--- config.mk ---
export PLATFORM = sky130hd
export DESIGN_NAME = knap_eval_seq
export DESIGN_NICKNAME = d
export VERILOG_FILES = /design/src/rtl/knap_eval_seq.sv
export SDC_FILE = /design/constraint.sdc
export NUM_CORES = 1
export LEC_CHECK = 0
export ABC_AREA = 1
export CORE_MARGIN = 4
export CORE_UTILIZATION = 55
export DETAILED_ROUTE_END_ITERATION = 10
export PLACE_DENSITY = 0.79
export SLEW_MARGIN = 10
export SYNTH_ARGS = -nofsm -noshare
export SYNTH_HDL_FRONTEND = slang
export SYNTH_SLANG_ARGS = --single-unit
--- constraint.sdc ---
create_clock -name clk -period 4.85 [get_ports clk]
set_input_delay 0.485 -clock clk [delete_from_list [all_inputs] [get_ports clk]]
set_output_delay 0.485 -clock clk [all_outputs]
set_load 0.005 [all_outputs]
--- src/rtl/knap_eval_seq.sv ---
// knap_eval_seq
//   Sequential knapsack evaluator. A per-item coefficient table
//   (value/weight/volume) is written through the cfg_* port while idle.
//   A selection vector is accepted over in_valid/in_ready. Selected items
//   are then accumulated one per cycle with saturating adds. The run exits
//   early once the weight or volume limit is exceeded. The totals and a
//   pass verdict are held on out_* until the result is taken with
//   out_valid/out_ready.
//
// Ports
//   clk, rst                    clock, synchronous active-high reset
//   cfg_we/cfg_idx/cfg_*        coefficient table write (idle only)
//   min_value/max_weight/max_volume  thresholds, latched on accept
//   in_valid/in_ready/in_sel    selection handshake
//   out_valid/out_ready         result handshake
//   out_pass/out_early          verdict, capacity-abort flag
//   out_value/out_weight/out_volume  totals
//
// state | meaning
// IDLE  | ready for a selection; coefficient writes allowed
// ACCUM | walking items 0..N_ITEMS-1, one per cycle
// DONE  | result presented until out_ready
module knap_eval_seq #(
  parameter int N_ITEMS = 26,
  parameter int COEF_W  = 5,
  parameter int ACC_W   = 12,
  parameter int IDX_W   = 5
) (
  input  logic               clk,
  input  logic               rst,
  input  logic               cfg_we,
  input  logic [IDX_W-1:0]   cfg_idx,
  input  logic [COEF_W-1:0]  cfg_value,
  input  logic [COEF_W-1:0]  cfg_weight,
  input  logic [COEF_W-1:0]  cfg_volume,
  input  logic [ACC_W-1:0]   min_value,
  input  logic [ACC_W-1:0]   max_weight,
  input  logic [ACC_W-1:0]   max_volume,
  input  logic               in_valid,
  output logic               in_ready,
  input  logic [N_ITEMS-1:0] in_sel,
  output logic               out_valid,
  input  logic               out_ready,
  output logic               out_pass,
  output logic               out_early,
  output logic [ACC_W-1:0]   out_value,
  output logic [ACC_W-1:0]   out_weight,
  output logic [ACC_W-1:0]   out_volume
);

  typedef enum logic [1:0] {IDLE, ACCUM, DONE} state_t;

  localparam logic [IDX_W-1:0] LAST_IDX  = IDX_W'(N_ITEMS - 1);
  localparam logic [IDX_W:0]   ITEMS_EXT = (IDX_W + 1)'(N_ITEMS);

  state_t state, state_next;

  logic [IDX_W-1:0]   idx;
  logic [N_ITEMS-1:0] sel;
  logic [ACC_W-1:0]   thr_min, thr_weight, thr_volume;
  logic [ACC_W-1:0]   acc_value, acc_weight, acc_volume;
  logic               early;

  logic [COEF_W-1:0] tab_value  [N_ITEMS];
  logic [COEF_W-1:0] tab_weight [N_ITEMS];
  logic [COEF_W-1:0] tab_volume [N_ITEMS];

  logic             accept, item_on, over, last, cfg_ok;
  logic [ACC_W-1:0] sum_value, sum_weight, sum_volume;

  // One extra bit catches the carry; any carry clamps to all-ones.
  function automatic logic [ACC_W-1:0] sat_add(input logic [ACC_W-1:0] a,
                                               input logic [COEF_W-1:0] b);
    logic [ACC_W:0] s;
    s = {1'b0, a} + (ACC_W + 1)'(b);
    return s[ACC_W] ? '1 : s[ACC_W-1:0];
  endfunction

  always_comb begin
    item_on    = sel[idx];
    sum_value  = item_on ? sat_add(acc_value,  tab_value[idx])  : acc_value;
    sum_weight = item_on ? sat_add(acc_weight, tab_weight[idx]) : acc_weight;
    sum_volume = item_on ? sat_add(acc_volume, tab_volume[idx]) : acc_volume;
    over       = (sum_weight > thr_weight) || (sum_volume > thr_volume);
    last       = (idx == LAST_IDX);
    accept     = (state == IDLE) && in_valid;
    cfg_ok     = (state == IDLE) && cfg_we && ({1'b0, cfg_idx} < ITEMS_EXT);
  end

  always_ff @(posedge clk) begin
    if (rst) state <= IDLE;
    else     state <= state_next;
  end

  always_comb begin
    state_next = state;
    in_ready   = 1'b0;
    out_valid  = 1'b0;
    case (state)
      IDLE: begin
        in_ready = 1'b1;
        if (in_valid) state_next = ACCUM;
      end
      ACCUM: begin
        if (over || last) state_next = DONE;
      end
      DONE: begin
        out_valid = 1'b1;
        if (out_ready) state_next = IDLE;
      end
      default: state_next = IDLE;
    endcase
  end

  always_ff @(posedge clk) begin
    if (rst) begin
      idx        <= '0;
      sel        <= '0;
      thr_min    <= '0;
      thr_weight <= '0;
      thr_volume <= '0;
      acc_value  <= '0;
      acc_weight <= '0;
      acc_volume <= '0;
      early      <= 1'b0;
      for (int i = 0; i < N_ITEMS; i++) begin
        tab_value[i]  <= '0;
        tab_weight[i] <= '0;
        tab_volume[i] <= '0;
      end
    end else begin
      // A write in the accept cycle lands before item 0 is read.
      if (cfg_ok) begin
        tab_value[cfg_idx]  <= cfg_value;
        tab_weight[cfg_idx] <= cfg_weight;
        tab_volume[cfg_idx] <= cfg_volume;
      end
      if (accept) begin
        sel        <= in_sel;
        thr_min    <= min_value;
        thr_weight <= max_weight;
        thr_volume <= max_volume;
        acc_value  <= '0;
        acc_weight <= '0;
        acc_volume <= '0;
        early      <= 1'b0;
        idx        <= '0;
      end
      if (state == ACCUM) begin
        acc_value  <= sum_value;
        acc_weight <= sum_weight;
        acc_volume <= sum_volume;
        if (over)       early <= 1'b1;
        else if (!last) idx   <= idx + 1'b1;
      end
    end
  end

  // Gated by DONE so the all-zero reset state does not read as a pass.
  always_comb begin
    out_pass   = (state == DONE) && (acc_value >= thr_min) &&
                 (acc_weight <= thr_weight) && (acc_volume <= thr_volume);
    out_early  = early;
    out_value  = acc_value;
    out_weight = acc_weight;
    out_volume = acc_volume;
  end

endmodule

==> run_results.csv, run 1 <==
group,metric,value,unit
run_status,outcome,"finished, final reports clean",
die,io_pins,127,
pwr,max-vdd-ir-drop,0.000282,V
worst_setup_path,worst_path_largest_cell_delay,0.38,ns
worst_setup_path,end_kind,"flip-flop",
pwr,pwr_density_cell,522,nW/um^2
logic_synthesis,synthTopCellsByArea,"sky130_fd_sc_hd__edfxtp_1 (51%), sky130_fd_sc_hd__nor2_1 (10%), sky130_fd_sc_hd__dfxtp_1 (7.5%), sky130_fd_sc_hd__o21ai_0 (5.8%), sky130_fd_sc_hd__nand2_1 (4.9%)",
sta,holdWs,0.457,ns
worst_setup_path,critical_path_slowest_stage_cell,"sky130_fd_sc_hd__fa_2",
die,die_h,234,um
die,fp.dieArea,54800,um^2
logic_synthesis,synthArstFlopShare,0,%
pwr,sequentialPowerShare,35.2,%
sta,timing.final.hold_violations,0,
pwr,switchingPower,6.30,mW
die,total_core_area,50400,um^2
sta,setup_total_neg_slack,0,ns
worst_setup_path,worst_ep_required_time,5.37,ns
detailed_routing,wl,82500,um
worst_setup_path,crit_path_max_fanout,19,
sta,layout_worst_path_cycle_share,98.9,%
detailed_routing,avgViaCountPerCell,6.04,
detailed_routing,drcViolationCount,0,
detailed_routing,final_routed_wire_length_divided_by_cell_count,21.1,um
sta,layout_min_cycle_time,4.80,ns
pwr,power.switching_fraction,36.3,%
min_path,hp-class,"reg2reg",
pwr,power_report.internal_total,11.0,mW
global_route,grt.overflow.total,0,
logic_synthesis,number_of_flip_flops_and_latches_in_the_synthesized_netlist,586,
worst_setup_path,timing.critical_path.from_type,"flip-flop",
logic_synthesis,synth_cells,2990,
worst_setup_path,cp_common_cell,"sky130_fd_sc_hd__nand3_2",
logic_synthesis,synth_enable_flop_cells,480,
sta,slew_headroom,18.5,%
final_layout,layout-drive-gt1-share,9.75,%
worst_setup_path,cp_data_arrival_time,5.32,ns
clocking,cts-buffers-inserted,59,
logic_synthesis,synthesis.yosys.warnings,0,
pwr,power.leakage,13.2,nW
run,drv.max_cap_violation_count,0,
clocking,cts_tree,"built",
final_layout,final_net_count,3358,
global_route,grt_start_max_net_pins,94,
global_route,first_global_vias,22505,
die,initial_core_util,55.8,%
logic_synthesis,synth_most_common_cell,"sky130_fd_sc_hd__nor2_1",
placement,port_buffers,126,
sta,clock-skew-final,0.0169,ns
clocking,clock_latency,0.64,ns
sta,maxSlewViolCount,0,
detailed_routing,drt-pass1-iter-count,7,
clocking,clockRootBuffer,"sky130_fd_sc_hd__clkbuf_16",
logic_synthesis,yosysTopAreaCell,"sky130_fd_sc_hd__edfxtp_1",
die,floorplan.rows,82,
clocking,clkSlewWorstSetupHoldPaths,0.06,ns
detailed_routing,final_antenna_net_count,0,
sta,finalSetupViolCount,0,
logic_synthesis,seq_area_frac_synth,58.8,%
clocking,clock_sink_count,586,
final_layout,finalCoreUtilization,65.9,%
logic_synthesis,yosys.cell_types.count,41,
pwr,clock_network_fraction_of_total_power,28.1,%
pwr,total_power_consumption,17.3,mW
pwr,combinationalPowerShare,36.7,%
logic_synthesis,synth_top_area_share,51.3,%
detailed_routing,detail_route.iter0.violations,3059,
clocking,count_of_h_tree_levels_built_during_cts,2,
logic_synthesis,synth_commonest_cells,"sky130_fd_sc_hd__nor2_1 (752), sky130_fd_sc_hd__edfxtp_1 (480), sky130_fd_sc_hd__nand2_1 (368)",
logic_synthesis,syn-mean-instance-area,9.40,um^2
sta,worst_slew_pin_slew,1.22,ns
clocking,clock_tree.buffer_depth,3,
placement,post-dp-hpwl,52600,um
die,dieWidth,234,um
logic_synthesis,synth_top_flop_cell,"sky130_fd_sc_hd__edfxtp_1",
detailed_routing,route.vias.total,23623,
global_route,groute.usage.overall,28.8,%
final_layout,syn2layout_area_growth,18.2,%
sta,max_clock_freq,209,MHz
global_route,grt_antenna_before_repair,1,
global_route,grt_pass1_wl,124000,um
placement,gpl.final_weighted_congestion,0.906,
logic_synthesis,post_synth_instance_area,28100,um^2
worst_setup_path,critPathKind,"reg2reg",
clocking,cts_stage_hold_buffer_count,0,
## registers in the layout, indices dropped and copies added, names as in the netlist
signal and cells:
tab_value 160, tab_volume 160, tab_weight 160, sel 26
out_value 12, out_volume 12, out_weight 12, thr_min 12
thr_volume 12, thr_weight 12, idx 5, state 2
out_early 1
## routing by layer
| layer | global-route usage, % | share of wire [%] | vias to the layer above |
|---|---|---|---|
| li1 | - | - | 10635 |
| met1 | 38.0 | 37 | 11226 |
| met2 | 46.0 | 46 | 1503 |
| met3 | 5.93 | 11 | 259 |
| met4 | 13.9 | 5.0 | 0 |
| met5 | 0 | 0 | - |
## power groups by stage
stage	Clock (mW)	Combinational, mW	Sequential, mW
2_1_floorplan	0	3.66	6.07
3_3_place_gp	0	5.40	6.17
3_5_place_dp	0	5.60	6.19
4_1_cts	4.89	5.66	6.08
5_1_grt	5.09	6.96	6.12
6_report	4.88	6.36	6.10
## cell families after synthesis
| group | synth area share, % |
|---|---|
| and+or+nand+nor | 19.2 |
| buffers and inverters | 5.98 |
| xor gates and xnor gates | 0.312 |
| adders and majority gates | 3.64 |
| AOI/OAI and AO/OA | 12.0 |
| other | 0.0133 |
| DFF | 58.8 |
## metrics by stage
stage          setup WS [ns]  cell area, um^2  std cells
2_1_floorplan          0.335            28400       3079
5_1_grt               -0.139            33200       3912
3_3_place_gp         0.00540            30500       3782
3_5_place_dp         -0.0310            30500       3782
4_1_cts               0.0151            32600       3892
6_report              0.0544            33200       3913
## cell type report
cell class / count / area (um^2)
diodes: 1 / 2.50
clock inverters: 35 / 423
multi-input cells: 2126 / 10600
well taps: 672 / 841
fillers: 3727 / 17200
flip-flops and latches: 586 / 16500
repair inverters: 3 / 33.8
inverters: 163 / 639
clock buffers: 75 / 1660
repair buffers: 252 / 2460
## cell usage in the layout, fill, tap and decap left out, types with 11 or more instances in the layout
master,count
sky130_fd_sc_hd__clkinv_2,14
sky130_fd_sc_hd__nand2_1,362
sky130_fd_sc_hd__clkdlybuf4s50_1,126
sky130_fd_sc_hd__ha_1,65
sky130_fd_sc_hd__nand3_1,139
sky130_fd_sc_hd__o211ai_1,23
sky130_fd_sc_hd__buf_12,16
sky130_fd_sc_hd__nor2_1,741
sky130_fd_sc_hd__o221ai_1,40
sky130_fd_sc_hd__o21ai_1,31
sky130_fd_sc_hd__dfxtp_1,103
sky130_fd_sc_hd__o21ai_0,294
sky130_fd_sc_hd__o22ai_1,70
sky130_fd_sc_hd__buf_4,97
sky130_fd_sc_hd__nand4_1,28
sky130_fd_sc_hd__inv_1,144
sky130_fd_sc_hd__nand3_2,15
sky130_fd_sc_hd__a21oi_1,122
sky130_fd_sc_hd__conb_1,90
sky130_fd_sc_hd__clkinv_1,22
sky130_fd_sc_hd__nor2_2,11
sky130_fd_sc_hd__edfxtp_1,480
sky130_fd_sc_hd__clkbuf_16,65
## worst paths after layout
path,from,cells past startpoint,end,slack [ns]
worst max-delay path,idx[0],31,idx[2],0.05
worst min-delay path,sel[21],2,sel[21],0.46
worst max register to register,idx[0],31,idx[2],0.05
worst min register to register,sel[21],2,sel[21],0.46
## worst max-delay path: cells and delay by family (launching register included)
| kind | cells | cell delay [ns] |
|---|---|---|
| buffers and inverters | 7 | 0.96 |
| AOI/OAI and AO/OA | 8 | 1.18 |
| adders and majority gates | 3 | 0.86 |
| DFF | 1 | 0.35 |
| and+or+nand+nor | 13 | 1.34 |
## what timing repair did
item	in CTS	in global routing
gates resized for setup	3	121
gates cloned	0	8
hold endpoints to repair	0	0
pin swaps	0	35
setup endpoints to repair	6	8
buffers inserted	0	12
Power figures use the tool's default switching activity.
==> inputs of run 2 (changes only) <==
Settings changed: MAX_ROUTING_LAYER from default to met4.
==> run_results.csv, run 2 (synthesis results as in run 1) <==
group,metric,value,unit
run_status,outcome,"finished, final reports clean",
detailed_routing,wl,80900,um
worst_setup_path,worst-path-buf-inv,7,
sta,timing.final.hold_violations,0,
worst_setup_path,r2r_start,"idx[0]",
worst_setup_path,crit_path_max_fanout,12,
clocking,clock_tree.buffer_depth,3,
placement,gpl.final_weighted_congestion,0.938,
final_layout,top_regs,"tab_value x160, tab_volume x160, tab_weight x160",
detailed_routing,final_antenna_net_count,0,
min_path,worst_hold_path.num_cells,2,
final_layout,instances_no_fill,3895,
clocking,clkSlewWorstSetupHoldPaths,0.06,ns
sta,worst_slew_pin_slew,1.19,ns
min_path,min_from,"thr_min[9]",
final_layout,commonest_non_fill_non_tap_cell_in_the_layout,"sky130_fd_sc_hd__nor2_1",
detailed_routing,drt-pass1-iter-count,9,
sta,finalSetupViolCount,0,
die,initial_core_util,55.8,%
final_layout,final_net_count,3340,
worst_setup_path,cp_common_cell,"sky130_fd_sc_hd__nand3_2",
sta,layout_worst_path_cycle_share,97.6,%
pwr,max-vdd-ir-drop,0.000380,V
placement,dp_worst_setup_slack,0.0835,ns
sta,max_clock_freq,211,MHz
worst_setup_path,critPathKind,"reg2reg",
global_route,grt_start_max_net_pins,94,
detailed_routing,drcViolationCount,0,
worst_setup_path,setup_slack_of_the_worst_register_to_register_path,0.11,ns
sta,slew_headroom,20.4,%
detailed_routing,route.vias.total,23386,
sta,layout_min_cycle_time,4.74,ns
min_path,hp-class,"reg2reg",
worst_setup_path,r2r_end,"idx[2]",
die,fp.dieArea,54800,um^2
final_layout,layout.cells.most_common_list,"sky130_fd_sc_hd__nor2_1 (749), sky130_fd_sc_hd__edfxtp_1 (480), sky130_fd_sc_hd__nand2_1 (365)",
detailed_routing,final_routed_wire_length_divided_by_cell_count,20.8,um
global_route,grt_antenna_before_repair,0,
global_route,grt.overflow.total,0,
clocking,clock_latency,0.64,ns
die,floorplan.rows,82,
sta,maxSlewViolCount,0,
worst_setup_path,cp_data_arrival_time,5.30,ns
worst_setup_path,critical_path_slowest_stage_cell,"sky130_fd_sc_hd__dfxtp_4",
clocking,clockRootBuffer,"sky130_fd_sc_hd__clkbuf_16",
placement,placedCellCount,3772,
clocking,cts-buffers-inserted,58,
die,io_pins,127,
die,dieWidth,234,um
final_layout,layout-drive-gt1-share,7.73,%
final_layout,syn2layout_area_growth,16.4,%
worst_setup_path,end_kind,"flip-flop",
worst_setup_path,critical_path.top_delay_family,"simple AND/OR/NAND/NOR gates",
detailed_routing,avgViaCountPerCell,6.00,
clocking,count_of_h_tree_levels_built_during_cts,2,
die,total_core_area,50400,um^2
run,drv.max_cap_violation_count,0,
global_route,grt_pass1_wl,122000,um
clocking,cts_stage_hold_buffer_count,0,
pwr,pwr_density_cell,512,nW/um^2
placement,port_buffers,126,
worst_setup_path,worst_path_largest_cell_delay,0.40,ns
global_route,groute.usage.overall,29.3,%
clocking,cts_tree,"built",
pwr,total_power_consumption,16.7,mW
clocking,clock_sink_count,586,
final_layout,finalCoreUtilization,64.9,%
worst_setup_path,timing.critical_path.from_type,"flip-flop",
min_path,min_delay_worst_endpoint,"thr_min[9]",
detailed_routing,detail_route.iter0.violations,3246,
worst_setup_path,crit_cells,30,
die,die_h,234,um
sta,clock-skew-final,0.0178,ns
placement,post-dp-hpwl,51300,um
worst_setup_path,worst_ep_required_time,5.41,ns
sta,timing.final.ws_setup,0.114,ns
pwr,power.leakage,13.0,nW
worst_setup_path,reg2regPathDepth,30,
final_layout,antenna_cells_inserted,0,
global_route,first_global_vias,22167,
[run 2: repair_timing]
item                                    CTS  global route
endpoints found under the setup margin    0             8
resized for setup                         0            65
setup buffers                             0             6
[run 2: metrics by stage]
stage / setup TNS, ns / hold slack, ns / instance area, um^2
after detailed placement: 0 / 0.458 / 30400
final: 0 / 0.465 / 32700
after CTS: 0 / 0.466 / 32300
after floorplan: 0 / 0.429 / 28400
after global routing: -0.218 / 0.489 / 32700
after global placement: 0 / 0.442 / 30400
[run 2: cell type report]
class	instances	area [um^2]
tap	672	841
timing repair buffer	236	2370
timing repair inverter	2	22.5
clock inverter	41	359
sequential	586	16500
inverter	163	641
fill	3827	17700
clock buffer	69	1510
multi-input combinational	2126	10400
[run 2: per-layer routing]
metal / wire [um] / up-vias / GRT usage (%)
met1: 30100 / 10943 / 38.0
met4: 3830 / 0 / 11.9
met3: 9660 / 264 / 5.54
li1: - / 10590 / -
met2: 37300 / 1589 / 45.7
met5: 0 / - / -
[run 2: worst min-delay path: stages (launching register included)]
cell and delay, ns:
sky130_fd_sc_hd__dfxtp_1 0.30, sky130_fd_sc_hd__inv_1 0.07, sky130_fd_sc_hd__a21oi_1 0.06
[run 2: worst max-delay path by stage]
stage,startpoint,end,slack [ns]
after floorplan,idx[0],idx[3],0.33
after global placement,idx[0],idx[0],0.14
after detailed placement,idx[0],idx[2],0.08
after CTS,idx[0],idx[1],0.06
after global routing,idx[0],idx[2],-0.07
final,idx[0],idx[2],0.11
[run 2: where the power goes]
group          switching [mW]  internal [mW]
clock                    1.93           2.54
sequential              0.258           5.83
combinational            3.95           2.23
